===== config.mk =====
export PLATFORM = sky130hd
export DESIGN_NAME = uart_rx_fifo
export DESIGN_NICKNAME = d
export VERILOG_FILES = /design/src/rtl/n5_uart_pkg.sv /design/src/rtl/n5_sync_fifo.sv /design/src/rtl/uart_rx_fifo.sv
export SDC_FILE = /design/constraint.sdc
export NUM_CORES = 1
export LEC_CHECK = 0
export ABC_CLOCK_PERIOD_IN_PS = 7900
export BUFFER_PORTS_ARGS = -buffer_cell sky130_fd_sc_hd__buf_4
export CORE_ASPECT_RATIO = 2
export CORE_MARGIN = 2
export CORE_UTILIZATION = 46
export DETAILED_ROUTE_END_ITERATION = 8
export PLACE_DENSITY = 0.58
export SYNTH_ARGS = -nofsm -noshare
export SYNTH_HDL_FRONTEND = slang
export SYNTH_SLANG_ARGS = --single-unit

===== constraint.sdc =====
create_clock -name HCLK -period 7.9 [get_ports HCLK]
set_clock_uncertainty 0.15 [all_clocks]
set_input_delay 1.185 -clock HCLK [delete_from_list [all_inputs] [get_ports HCLK]]
set_output_delay 1.185 -clock HCLK [all_outputs]
set_load 0.01 [all_outputs]

===== src/rtl/n5_uart_pkg.sv =====
// ---------------------------------------------------------------------------
// n5_uart_pkg : UART receiver state encoding and 8N1 frame constants
// Revision    : 1.0
// ---------------------------------------------------------------------------
`default_nettype none

package n5_uart_pkg;

   typedef enum logic [1:0] {
      ST_IDLE  = 2'd0,
      ST_START = 2'd1,
      ST_DATA  = 2'd2,
      ST_STOP  = 2'd3
   } uart_state_e;

   localparam int DATA_BITS  = 8;
   localparam int STOP_BITS  = 1;
   localparam int FRAME_BITS = 1 + DATA_BITS + STOP_BITS;

endpackage

`default_nettype wire


===== src/rtl/n5_sync_fifo.sv =====
// ---------------------------------------------------------------------------
// n5_sync_fifo : single-clock first-word-fall-through FIFO
// Revision     : 1.0
// ---------------------------------------------------------------------------
`default_nettype none

module n5_sync_fifo #(
   parameter int WIDTH = 8,
   parameter int DEPTH = 16
) (
   input  logic                     clk,
   input  logic                     rst_n,
   input  logic                     wr_en,
   input  logic [WIDTH-1:0]         wr_data,
   output logic                     full,
   input  logic                     rd_en,
   output logic [WIDTH-1:0]         rd_data,
   output logic                     rd_valid,
   output logic [$clog2(DEPTH):0]   level
);

   localparam int AW = $clog2(DEPTH);

   logic [AW:0]      wr_ptr_q, wr_ptr_d;
   logic [AW:0]      rd_ptr_q, rd_ptr_d;
   logic [WIDTH-1:0] mem_q [DEPTH];
   logic             empty;
   logic             push;
   logic             pop;

   // Pointers carry one extra MSB so equal indices can mean either full or empty.
   always_comb begin
      empty    = (wr_ptr_q == rd_ptr_q);
      full     = (wr_ptr_q[AW] != rd_ptr_q[AW]) && (wr_ptr_q[AW-1:0] == rd_ptr_q[AW-1:0]);
      pop      = rd_en && !empty;
      push     = wr_en && (!full || pop);
      wr_ptr_d = push ? wr_ptr_q + (AW+1)'(1) : wr_ptr_q;
      rd_ptr_d = pop  ? rd_ptr_q + (AW+1)'(1) : rd_ptr_q;
      rd_valid = !empty;
      rd_data  = empty ? '0 : mem_q[rd_ptr_q[AW-1:0]];
      level    = wr_ptr_q - rd_ptr_q;
   end

   always_ff @(posedge clk or negedge rst_n) begin
      if (!rst_n) begin
         wr_ptr_q <= '0;
         rd_ptr_q <= '0;
      end else begin
         wr_ptr_q <= wr_ptr_d;
         rd_ptr_q <= rd_ptr_d;
      end
   end

   always_ff @(posedge clk) begin
      if (push) begin
         mem_q[wr_ptr_q[AW-1:0]] <= wr_data;
      end
   end

endmodule

`default_nettype wire


===== src/rtl/uart_rx_fifo.sv =====
// ---------------------------------------------------------------------------
// uart_rx_fifo : 8N1 UART receiver feeding a FWFT receive FIFO
// Revision     : 1.0
// ---------------------------------------------------------------------------
`default_nettype none

module uart_rx_fifo
   import n5_uart_pkg::*;
#(
   parameter int CLKS_PER_BIT = 16,
   parameter int FIFO_DEPTH   = 16
) (
   input  logic                          HCLK,
   input  logic                          HRESETn,
   input  logic                          rx,
   input  logic                          en,
   output logic [7:0]                    rd_data,
   output logic                          rd_valid,
   input  logic                          rd_ready,
   output logic [$clog2(FIFO_DEPTH):0]   level,
   output logic                          frame_err,
   output logic                          overrun,
   input  logic                          err_clr
);

   localparam int BAUD_W = $clog2(CLKS_PER_BIT);
   localparam int BIT_W  = $clog2(DATA_BITS);
   localparam logic [BAUD_W-1:0] BAUD_MID  = BAUD_W'(CLKS_PER_BIT/2 - 1);
   localparam logic [BAUD_W-1:0] BAUD_LAST = BAUD_W'(CLKS_PER_BIT - 1);
   localparam logic [BIT_W-1:0]  BIT_LAST  = BIT_W'(DATA_BITS - 1);

   uart_state_e          state_q, state_d;
   logic [BAUD_W-1:0]    baud_q, baud_d;
   logic [BIT_W-1:0]     bit_q, bit_d;
   logic [DATA_BITS-1:0] shift_q, shift_d;
   logic [1:0]           sync_q, sync_d;
   logic                 rx_prev_q, rx_prev_d;
   logic                 frame_err_q, frame_err_d;
   logic                 overrun_q, overrun_d;
   logic                 rx_s;
   logic                 push;
   logic                 ferr_set;
   logic                 ovr_set;
   logic                 fifo_full;

   always_comb begin
      sync_d    = {sync_q[0], rx};
      rx_s      = sync_q[1];
      rx_prev_d = rx_s;

      state_d  = state_q;
      baud_d   = baud_q;
      bit_d    = bit_q;
      shift_d  = shift_q;
      push     = 1'b0;
      ferr_set = 1'b0;

      case (state_q)
         ST_IDLE: begin
            baud_d = '0;
            bit_d  = '0;
            if (en && rx_prev_q && !rx_s) begin
               state_d = ST_START;
            end
         end
         ST_START: begin
            if (baud_q == BAUD_MID) begin
               baud_d  = '0;
               state_d = rx_s ? ST_IDLE : ST_DATA;
            end else begin
               baud_d = baud_q + BAUD_W'(1);
            end
         end
         ST_DATA: begin
            if (baud_q == BAUD_LAST) begin
               baud_d  = '0;
               shift_d = {rx_s, shift_q[DATA_BITS-1:1]};
               bit_d   = bit_q + BIT_W'(1);
               if (bit_q == BIT_LAST) begin
                  state_d = ST_STOP;
               end
            end else begin
               baud_d = baud_q + BAUD_W'(1);
            end
         end
         ST_STOP: begin
            if (baud_q == BAUD_LAST) begin
               baud_d   = '0;
               state_d  = ST_IDLE;
               push     = rx_s;
               ferr_set = !rx_s;
            end else begin
               baud_d = baud_q + BAUD_W'(1);
            end
         end
         default: state_d = ST_IDLE;
      endcase

      // A same-cycle pop frees the slot, so only a push into a full FIFO with no pop is lost.
      ovr_set     = push && fifo_full && !(rd_valid && rd_ready);
      frame_err_d = ferr_set || (frame_err_q && !err_clr);
      overrun_d   = ovr_set  || (overrun_q   && !err_clr);
   end

   always_ff @(posedge HCLK or negedge HRESETn) begin
      if (!HRESETn) begin
         state_q     <= ST_IDLE;
         baud_q      <= '0;
         bit_q       <= '0;
         shift_q     <= '0;
         sync_q      <= 2'b11;
         rx_prev_q   <= 1'b1;
         frame_err_q <= 1'b0;
         overrun_q   <= 1'b0;
      end else begin
         state_q     <= state_d;
         baud_q      <= baud_d;
         bit_q       <= bit_d;
         shift_q     <= shift_d;
         sync_q      <= sync_d;
         rx_prev_q   <= rx_prev_d;
         frame_err_q <= frame_err_d;
         overrun_q   <= overrun_d;
      end
   end

   assign frame_err = frame_err_q;
   assign overrun   = overrun_q;

   n5_sync_fifo #(
      .WIDTH (DATA_BITS),
      .DEPTH (FIFO_DEPTH)
   ) u_fifo (
      .clk      (HCLK),
      .rst_n    (HRESETn),
      .wr_en    (push),
      .wr_data  (shift_q),
      .full     (fifo_full),
      .rd_en    (rd_ready),
      .rd_data  (rd_data),
      .rd_valid (rd_valid),
      .level    (level)
   );

endmodule

`default_nettype wire


==> results of run 1 <==
-- placed cells by master, fill, tap and decap left out, types with 4 or more instances in the layout --
| cell type | synthesis | layout |
|---|---|---|
| a21oi_1 | 14 | 14 |
| and3_1 | 4 | 4 |
| inv_1 | 13 | 13 |
| dfrtp_1 | 29 | 29 |
| mux4_1 | 9 | 9 |
| mux2_2 | 19 | 19 |
| inv_6 | 0 | 5 |
| nand2_1 | 9 | 9 |
| mux2i_1 | 8 | 8 |
| edfxtp_1 | 128 | 128 |
| mux4_2 | 23 | 23 |
| ha_1 | 12 | 12 |
| a22o_1 | 5 | 5 |
| o21ai_0 | 7 | 7 |
| nor2_1 | 17 | 17 |
| nand3_1 | 10 | 10 |
| buf_4 | 3 | 24 |
| clkbuf_16 | 0 | 17 |
| xnor2_1 | 13 | 13 |
| clkinv_4 | 0 | 4 |
-- sequential cells by signal, indices dropped and copies added (netlist names), named ones only --
register         count
baud_q               4
bit_q                3
frame_err            1
overrun              1
rx_prev_q            1
shift_q              8
state_q              1
sync_q               2
u_fifo.mem_q       128
u_fifo.rd_ptr_q      5
u_fifo.wr_ptr_q      5
-- layer usage --
layer / track usage, % / share of wire, %
met4: 6.095 / 1.5
met3: 2.991 / 1.7
met2: 32.49 / 60
met5: 0 / 0
met1: 19.74 / 37
-- area by class of cell --
type                    count  share of cell area, %
flip-flops and latches    160                  61.65
multi-input cells         177                  24.44
clock buffers              18                  5.692
well taps                 192                  3.186
repair buffers             24                  2.390
clock inverters            14                  1.942
inverters                  14                 0.6970
-- worst max-delay path, stage by stage, from the launching register on --
cell     delay (ns)
dfrtp_1        0.87
inv_2          0.30
ha_1           0.41
and4_1         0.21
nand2_1        0.40
o21ai_0        0.18
a21oi_1        0.17
buf_4          0.14
-- per-stage QoR --
stage / setup WS [ns] / power, mW / cell area (um2)
floorplan: 4.303 / 1.411 / 6646
global placement: 3.844 / 1.574 / 6964
detailed placement: 3.806 / 1.580 / 6964
CTS: 3.345 / 2.365 / 7540
global route: 3.143 / 2.451 / 7540
finish: 3.450 / 2.331 / 7540
-- cell usage after synthesis (all sizes together) (2+ instances only) --
cell / number / area, um2
edfxtp: 128 / 3844
mux4: 32 / 754.5
dfrtp: 29 / 725.7
mux2: 19 / 214.0
nor2: 17 / 63.81
a21oi: 14 / 70.07
inv: 14 / 52.55
xnor2: 13 / 113.9
ha: 12 / 150.1
buf: 11 / 82.57
nand3: 10 / 50.05
clkbuf: 9 / 35.03
nand2: 9 / 33.78
o21ai: 9 / 48.79
mux2i: 8 / 80.08
nor3: 6 / 30.03
a22o: 5 / 43.79
and3: 4 / 25.02
dfstp: 3 / 78.83
nand2b: 3 / 18.77
a21o: 2 / 15.01
a31oi: 2 / 12.51
nand4: 2 / 12.51
nor2b: 2 / 12.51
-- final timing paths --
path / from / slack [ns] / cells after the start / end
min in group asynchronous: HRESETn / 0.55 / 1 / shift_q[1]$_DFFE_PN0P_
min: sync_q[0]$_DFF_PN1_ / 0.21 / 0 / sync_q[1]$_DFF_PN1_
max: u_fifo.rd_ptr_q[3]$_DFFE_PN0P_ / 3.45 / 7 / rd_data[0]
max reg2reg: u_fifo.rd_ptr_q[3]$_DFFE_PN0P_ / 4.20 / 6 / u_fifo.mem_q[10][7]$_DFFE_PP_
max in group asynchronous: HRESETn / 6.71 / 1 / rx_prev_q$_DFF_PN1_
min reg2reg: sync_q[0]$_DFF_PN1_ / 0.21 / 0 / sync_q[1]$_DFF_PN1_
-- logic make-up (layout without fill, tap and decap cells) --
family,count (synthesis),count (layout),synth area share [%]
xor+xnor,14,14,1.845
mux,59,59,15.78
compound gates,36,36,3.351
flops,160,160,69.94
buf+inv,34,70,2.560
simple gates,55,55,3.972
fa+ha+maj,13,13,2.560
-- power groups by stage --
stage	registers, mW	clock network, mW	logic [mW]
global placement	1.02	0	0.553
floorplan	0.966	0	0.444
detailed placement	1.02	0	0.558
finish	1.00	0.785	0.543
global route	1.01	0.838	0.601
CTS	1.00	0.802	0.560
==> results by group, run 1 <==
STA
  – Setup TNS: 0 ns
  – Final Hold Vio Count: 0
  – RSZ-0062 raised after global routing: false
  – Final Max Tran Viols: 0
  – WHS: 0.2081 ns
  – Final setup viols: 0
  – Slew headroom: 32.93%
  – Period utilization: roughly 56%
  – Achievable Freq: about 220 MHz
  – Minimum clock period after layout: 4.450 ns
  – Worst slew pin tran: 1.002 ns

Routing
  – Avg WL per Cell: 20.38 um
  – DR vias: 3204
  – Vias per cell: 5.349
  – DRC Markers: 0
  – 1st-iter DRT viols: 223
  – DRT Pass-1 Iters: 4
  – WL final: between 10000 and 15000 um
  – Final ANT Viol Nets: 0

Cells and area
  – Fill cells: 1190
  – Diodes inserted: 0
  – Fin nets: between 400 and 500
  – Final Core Density: 52.82%
  – Fraction of layout cells with a size suffix above 1: 25.80%
  – Finished Layout Cells: between 500 and 600
  – Multi-input logic area: about 1800 um2
  – FF/Latch Area: 4648 um2
  – Syn-to-layout area delta: 13.44%

Global routing
  – Final global-route overflow total: 0
  – Vias in the first global route: 3492
  – Gr usage total: approximately 18%
  – First-pass GRT wire length: 19580 um
  – Antenna violations before repair: 0
  – Largest net degree at the start of global routing: 36

CTS
  – CTS tree: built
  – Post-CTS Setup Inserts: 0
  – Root Buffer: clkbuf_16
  – Total clock sinks: 160
  – # hold bufs at CTS: 0
  – CTS clock-pin slew for the worst setup and hold paths: 0.06 ns
  – Worst-Skew Late Latency: 0.42 ns
  – TritonCTS Buffers: 17
  – Clock tree buffer depth: 2
  – PostCTS Resize Cnt: 0
  – H-tree levels: 4

Pwr
  – Leakage: ~2.7 nW
  – Internal: between 1.5 and 2 mW
  – Switching Share: 29.02%
  – Clock network fraction of total power: 33.7%
  – Register share of total power: 43.0%
  – Pwr dens: 309.1 nW/um2
  – P_sw: 0.6763 mW
  – Comb pwr share: 23.3%
  – Maximum VDD drop: between 0.15 and 0.2 mV

Floorplanning
  – Starting Density: 46.56%
  – Row count: 62
  – I/O pins: 22
  – Die area: 15480 um2
  – Die Height: around 170 um
  – Die Span X: ~89 um
  – Core Area: 14270 um2

Synth
  – Yosys reg bits: 160
  – Post-Syn Nets: approximately 400
  – Mean area per synthesized cell: about 18 um2
  – Async S/R FF share, synth: around 20%
  – EDFF count, synth: roughly 130
  – Top_reg_cell synth: edfxtp_1
  – Syn Std Cell Area: 6646 um2
  – Syn Inst Count: 371
  – Yosys warnings: 0
  – Synth cell types: 41
  – Sequential area share after synthesis: 69.94%

Flow run
  – Max Cap Violations: 0

Place
  – Port bufs: 21
  – DP HPWL: 8342 um
  – Final GP Congestion: around 0.75
  – Dpl cells: ~570

Hold path
  – HP Class: flip-flop to flip-flop

Worst setup path
  – Required time worst endpoint: 6.57 ns
  – CP Launch Type: flip-flop
  – Critical Path AT: approximately 3.1 ns
  – Worst setup EP type: output pin
  – Critical path type: flip-flop to output pin
  – Worst Path Max Fanout: 19

Status
  – Run status: finished, final reports clean
(Power assumes the default switching activity.)
==> run 2, diff against run 1 <==
--- a/config.mk
+++ b/config.mk
@@ -5,7 +5,7 @@
 export SDC_FILE = /design/constraint.sdc
 export NUM_CORES = 1
 export LEC_CHECK = 0
-export ABC_CLOCK_PERIOD_IN_PS = 7900
+export ABC_CLOCK_PERIOD_IN_PS = 4540
 export BUFFER_PORTS_ARGS = -buffer_cell sky130_fd_sc_hd__buf_4
 export CORE_ASPECT_RATIO = 2
 export CORE_MARGIN = 2
==> constraint.sdc (replaced) <==
create_clock -name HCLK -period 4.54 [get_ports HCLK]
set_clock_uncertainty 0.15 [all_clocks]
set_input_delay 0.681 -clock HCLK [delete_from_list [all_inputs] [get_ports HCLK]]
set_output_delay 0.681 -clock HCLK [all_outputs]
set_load 0.01 [all_outputs]
==> run 2 against run 1 <==
- non-clock buffer count rose by 8
- global-route usage up 0.54 points
- worst hold slack worse by 0.18 ns
- first-iteration DRC count grew 19%
- flip-flop and latch count unchanged
- sequential share of layout area down 0.44 points
- total power is 77% higher
- critical path depth up 1
- die area did not move
- combinational power grew 92%
- setup slack got worse by 2.6 ns
- critical endpoint is now rd_data[1]
- highest routed layer unchanged
==> results by group, run 2 (synthesis results as in run 1) <==
CTS
  – H-tree levels: 4
  – Total clock sinks: 160
  – TritonCTS Buffers: 17
  – Worst-Skew Late Latency: 0.42 ns
  – # hold bufs at CTS: 0
  – Post-CTS Setup Inserts: 0
  – PostCTS Resize Cnt: 0
  – Root Buffer: clkbuf_16
  – CTS clock-pin slew for the worst setup and hold paths: 0.07 ns
  – CTS tree: built
  – Clock tree buffer depth: 2

STA
  – Period utilization: 80.90%
  – Slew headroom: 48.43%
  – Achievable Freq: 272.3 MHz
  – Worst slew pin tran: ~0.77 ns
  – Final worst slack: roughly 0.87 ns
  – Minimum clock period after layout: 3.673 ns
  – Final setup viols: 0
  – Final Hold Vio Count: 0
  – Setup TNS: 0 ns
  – RSZ-0062 raised after global routing: false
  – Final Max Tran Viols: 0

Worst setup path
  – Worst setup EP type: output pin
  – RR Endpoint: u_fifo.mem_q[4][6]$_DFFE_PP_
  – Critical Path AT: 2.84 ns
  – RR Startpoint: u_fifo.rd_ptr_q[3]$_DFFE_PN0P_
  – Required time worst endpoint: around 3.7 ns
  – Critical path type: flip-flop to output pin
  – CP startpoint: u_fifo.rd_ptr_q[3]$_DFFE_PN0P_
  – CP Launch Type: flip-flop
  – R2R depth: 7
  – FF-to-FF setup slack: approximately 1.5 ns
  – CP Capture Point: rd_data[1]
  – Worst Path Max Fanout: 19

Place
  – Place WS: around 1.3 ns
  – DP HPWL: 8824 um
  – Port bufs: 21
  – Final GP Congestion: 0.7859

Cells and area
  – Fill cells: roughly 1200
  – Fraction of layout cells with a size suffix above 1: between 20% and 30%
  – FF/Latch Area: 4648 um2
  – Fin nets: 421
  – Most frequent cells in the layout: edfxtp_1, buf_4, dfrtp_1, mux4_2, mux2_2
  – Syn-to-layout area delta: 14.25%
  – Max reg flops: 128
  – Final Core Density: a little over half
  – Most common cell after layout, fill and taps aside: edfxtp_1
  – Multi-input logic area: 1828 um2
  – Diodes inserted: 0

Pwr
  – Maximum VDD drop: 0.2989 mV
  – Pwr dens: 543.5 nW/um2
  – Internal: 2.940 mW
  – Comb pwr share: between 20% and 30%
  – P_sw: around 1.2 mW
  – Leakage: 2.766 nW
  – Switching Share: 28.76%
  – Clock network fraction of total power: 34.0%
  – Register share of total power: between 40% and 50%

Floorplanning
  – Die Height: 174.0 um
  – Die area: approximately 15000 um2
  – Core Area: 14270 um2
  – Starting Density: 46.56%
  – I/O pins: 22
  – Row count: between 60 and 70
  – Die Span X: 89.00 um

Routing
  – DRT met1 WL: roughly 4600 um
  – DRC Markers: 0
  – Final ANT Viol Nets: 0
  – Met3 wire length: 351 um
  – Vias per cell: 5.339
  – 1st-iter DRT viols: around 270
  – DR vias: 3241
  – Top Metal Used: met4
  – Avg WL per Cell: ~21 um
  – DRT Pass-1 Iters: 6
  – WL final: ~13000 um
  – Met2 Wirelength: approximately 7500 um

Flow run
  – Max Cap Violations: 0

Global routing
  – Antenna violations before repair: 0
  – Largest net degree at the start of global routing: 33
  – Final global-route overflow total: 0
  – Vias in the first global route: 3474
  – Gr usage total: between 15 and 20%
  – First-pass GRT wire length: just under 20000 um

Hold path
  – HP Class: input pin to asynchronous set/reset pin

Status
  – Run status: finished, final reports clean
run 2: cell count changes in the layout (fill, tap and decap cells not counted), sizes merged:
| cell | previous run | this run |
|---|---|---|
| clkinvlp | 2 | 4 |
| bufinv | 1 | 2 |
| clkinv | 4 | 2 |
| inv | 21 | 20 |
| buf | 24 | 32 |
run 2: through the flow:
step,area [um2],hold WS [ns],cells,total power [mW]
final,7594,0.03290,607,4.127
after global routing,7594,0.06632,607,4.309
after detailed placement,7009,0.2003,575,2.775
after floorplan,6646,0.1952,371,2.454
after global placement,7009,0.2005,575,2.769
after CTS,7594,0.03725,607,4.176
run 2: power by group through the flow:
stage          clock, mW  combinational (mW)  sequential, mW
4_1_cts             1.43                1.06            1.68
3_5_place_dp           0                1.06            1.71
3_3_place_gp           0                1.06            1.71
6_report            1.40                1.04            1.68
5_1_grt             1.48                1.13            1.69
2_1_floorplan          0               0.773            1.68
run 2: area by class of cell:
cell class / count / area share [%]
Clock buffer: 18 / 5.652
Clock inverter: 14 / 2.043
Tap cell: 192 / 3.164
Inverter: 14 / 0.6920
Multi-Input combinational cell: 177 / 24.07
Timing Repair Buffer: 32 / 3.164
Sequential cell: 160 / 61.21
run 2: how the worst min path moves through the flow:
| stage | end |
|---|---|
| detailed placement | sync_q[1]$_DFF_PN1_ |
| global route | shift_q[0]$_DFFE_PN0P_ |
| finish | shift_q[0]$_DFFE_PN0P_ |
| CTS | shift_q[0]$_DFFE_PN0P_ |
| floorplan | sync_q[1]$_DFF_PN1_ |
| global placement | sync_q[1]$_DFF_PN1_ |
run 2: worst max-delay path: stages (launching register included):
cell and delay, ns:
dfrtp_1 0.32, buf_4 0.26, inv_2 0.18, ha_1 0.37
and4_1 0.21, nand2_1 0.45, o21ai_0 0.28, a21oi_1 0.20
buf_4 0.15
run 2: routing by layer:
layer  GRT usage (%)  vias to the layer above
met5               0                        -
met4           6.716                        0
met3           4.226                       20
met2           33.12                       53
met1           19.71                     1656
li1                -                     1512
==> run 3, diff against run 2 <==
--- a/config.mk
+++ b/config.mk
@@ -5,7 +5,7 @@
 export SDC_FILE = /design/constraint.sdc
 export NUM_CORES = 1
 export LEC_CHECK = 0
-export ABC_CLOCK_PERIOD_IN_PS = 4540
+export ABC_CLOCK_PERIOD_IN_PS = 3790
 export BUFFER_PORTS_ARGS = -buffer_cell sky130_fd_sc_hd__buf_4
 export CORE_ASPECT_RATIO = 2
 export CORE_MARGIN = 2
==> constraint.sdc (replaced) <==
create_clock -name HCLK -period 3.79 [get_ports HCLK]
set_clock_uncertainty 0.15 [all_clocks]
set_input_delay 0.5685 -clock HCLK [delete_from_list [all_inputs] [get_ports HCLK]]
set_output_delay 0.5685 -clock HCLK [all_outputs]
set_load 0.01 [all_outputs]
==> run 3 against run 2 <==
- sequential share of layout area about the same
- clock power up 16%
- register-to-register slack worse by 0.63 ns
- critical path depth down 2
- first-iteration DRC count down 5.7%
- sequential power up 19%
- utilization about the same
- wire length up 0.29%
- final cell count unchanged
- non-clock buffer count unchanged
- final area about the same
- critical endpoint is now rd_data[0]
==> results by group, run 3 (synthesis results as in run 1) <==
Status
  – Run status: finished, final reports clean

CTS
  – Clock tree buffer depth: 2
  – Worst-Skew Late Latency: between 0.4 and 0.5 ns
  – CTS tree: built
  – Total clock sinks: 160
  – Root Buffer: clkbuf_16
  – CTS clock-pin slew for the worst setup and hold paths: 0.06 ns
  – H-tree levels: 4
  – Post-CTS Setup Inserts: 0
  – TritonCTS Buffers: 17

Global routing
  – Largest net degree at the start of global routing: 35
  – First-pass GRT wire length: 19740 um
  – Gr usage total: 18.07%
  – Final global-route overflow total: 0
  – Antenna violations before repair: 0
  – Vias in the first global route: about 3400

STA
  – Worst slew pin tran: ~0.9 ns
  – Achievable Freq: 301.7 MHz
  – Final Max Tran Viols: 0
  – RSZ-0062 raised after global routing: false
  – Final Hold Vio Count: 0
  – Minimum clock period after layout: 3.315 ns
  – Setup TNS: 0 ns
  – WHS: between 0.1 and 0.15 ns
  – Slew headroom: between 40% and 50%
  – Period utilization: 87.47%
  – Final setup viols: 0

Worst setup path
  – Required time worst endpoint: 3.07 ns
  – CP Buf/Inv Count: 2
  – Critical Path Max Stage Delay: 0.62 ns
  – RR Startpoint: u_fifo.rd_ptr_q[3]$_DFFE_PN0P_
  – FF-to-FF setup slack: 0.88 ns
  – CP dominant cell by count: buf_4
  – Cell breakdown of the critical path: buf_4, mux4_1, mux2_2, o21ai_0, a21oi_1, buf_4
  – Worst setup EP type: output pin
  – Worst Path Max Fanout: 34
  – Critical path type: flip-flop to output pin
  – R2R depth: 6
  – Delay-heaviest family, CP: multiplexers
  – CP Launch Type: flip-flop
  – Critical Path AT: 2.60 ns
  – Slowest-stage cell, CP: mux4_1
  – RR Endpoint: u_fifo.mem_q[10][7]$_DFFE_PP_

Routing
  – 1st-iter DRT viols: 250
  – Final ANT Viol Nets: 0
  – WL final: approximately 13000 um
  – DR vias: 3257
  – DRC Markers: 0
  – Vias per cell: 5.366
  – DRT Pass-1 Iters: 6
  – Avg WL per Cell: 21.10 um

Pwr
  – Clock network fraction of total power: 33.5%
  – Maximum VDD drop: 0.3547 mV
  – Leakage: 2.777 nW
  – Switching Share: 28.20%
  – Comb pwr share: approximately a quarter
  – Register share of total power: 41.5%
  – Internal: 3.462 mW
  – Pwr dens: between 600 and 700 nW/um2
  – P_sw: 1.360 mW

Cells and area
  – Most common cell after layout, fill and taps aside: edfxtp_1
  – Multi-input logic area: 1828 um2
  – FF/Latch Area: 4648 um2
  – Fraction of layout cells with a size suffix above 1: 26.02%
  – Fill cells: 1194
  – Syn-to-layout area delta: 14.18%
  – Most frequent cells in the layout: edfxtp_1, buf_4, dfrtp_1, mux4_2, mux2_2
  – Diodes inserted: 0
  – Fin nets: 421
  – Max reg flops: 128

Place
  – Port bufs: 21
  – DP HPWL: 8834 um
  – Final GP Congestion: 0.7519

Floorplanning
  – Row count: 62
  – Die area: 15480 um2
  – Starting Density: 46.56%
  – Die Span X: roughly 90 um
  – Die Height: 174.0 um
  – I/O pins: 22
  – Core Area: 14270 um2

Flow run
  – Max Cap Violations: 0

Hold path
  – Min-Delay Path Depth: 1
  – Hold path start: rx
  – Worst hold endpoint: sync_q[0]$_DFF_PN1_
  – HP Class: input pin to flip-flop
[run 3: how the worst max path moves through the flow]
stage                              startpoint                       endpoint  slack [ns]  depth (start not counted)
3_5_place_dp   u_fifo.rd_ptr_q[3]$_DFFE_PN0P_  u_fifo.mem_q[10][0]$_DFFE_PP_        0.85                          6
2_1_floorplan  u_fifo.rd_ptr_q[3]$_DFFE_PN0P_   u_fifo.mem_q[3][0]$_DFFE_PP_        0.58                          9
3_3_place_gp   u_fifo.rd_ptr_q[3]$_DFFE_PN0P_                     rd_data[0]        0.87                          7
6_report       u_fifo.rd_ptr_q[1]$_DFFE_PN0P_                     rd_data[0]        0.48                          6
4_1_cts        u_fifo.rd_ptr_q[3]$_DFFE_PN0P_                     rd_data[0]        0.41                          7
5_1_grt        u_fifo.rd_ptr_q[1]$_DFFE_PN0P_                     rd_data[0]        0.25                          6
[run 3: layout make-up]
cell class / count / area share (%)
Clock inverter: 11 / 1.401
Multi-Input combinational cell: 177 / 24.09
Tap cell: 192 / 3.166
Sequential cell: 160 / 61.25
Timing Repair Buffer: 32 / 3.199
Inverter: 14 / 0.6925
Clock buffer: 21 / 6.200
[run 3: through the flow]
step	setup slack, ns	util, %	area, um2	instances	power [mW]
3_5_place_dp	0.8525	49.05	7002	574	3.274
4_1_cts	0.4131	53.16	7589	607	4.889
2_1_floorplan	0.5824	-	6646	371	2.898
6_report	0.4750	53.16	7589	607	4.822
3_3_place_gp	0.8667	49.05	7002	574	3.263
5_1_grt	0.2527	53.16	7589	607	5.071
[run 3: worst reg2reg max path, delay by kind of cell (launching register included)]
family / cells / cell delay (ns)
DFF: 1 / 0.38
adders and majority gates: 1 / 0.31
buffers and inverters: 1 / 0.21
and+or+nand+nor: 4 / 1.48
[run 3: power groups by stage]
| stage | logic, mW | registers (mW) | clock network (mW) |
|---|---|---|---|
| 2_1_floorplan | 0.883 | 2.01 | 0 |
| 3_3_place_gp | 1.23 | 2.04 | 0 |
| 3_5_place_dp | 1.24 | 2.04 | 0 |
| 4_1_cts | 1.24 | 2.00 | 1.65 |
| 5_1_grt | 1.33 | 2.01 | 1.73 |
| 6_report | 1.20 | 2.00 | 1.62 |
[run 3: what timing repair did]
item                      CTS  global route
resized for setup           0             0
hold endpoints to repair   29             0
hold buffers                1             0
[run 3: metal layers]
| layer | vias up | global-route usage, % | part of all wire [%] |
|---|---|---|---|
| li1 | 1510 | - | - |
| met2 | 58 | 33.30 | 60 |
| met1 | 1673 | 20.10 | 36 |
| met5 | - | 0 | 0 |
| met3 | 16 | 3.846 | 2.3 |
| met4 | 0 | 5.597 | 1.5 |
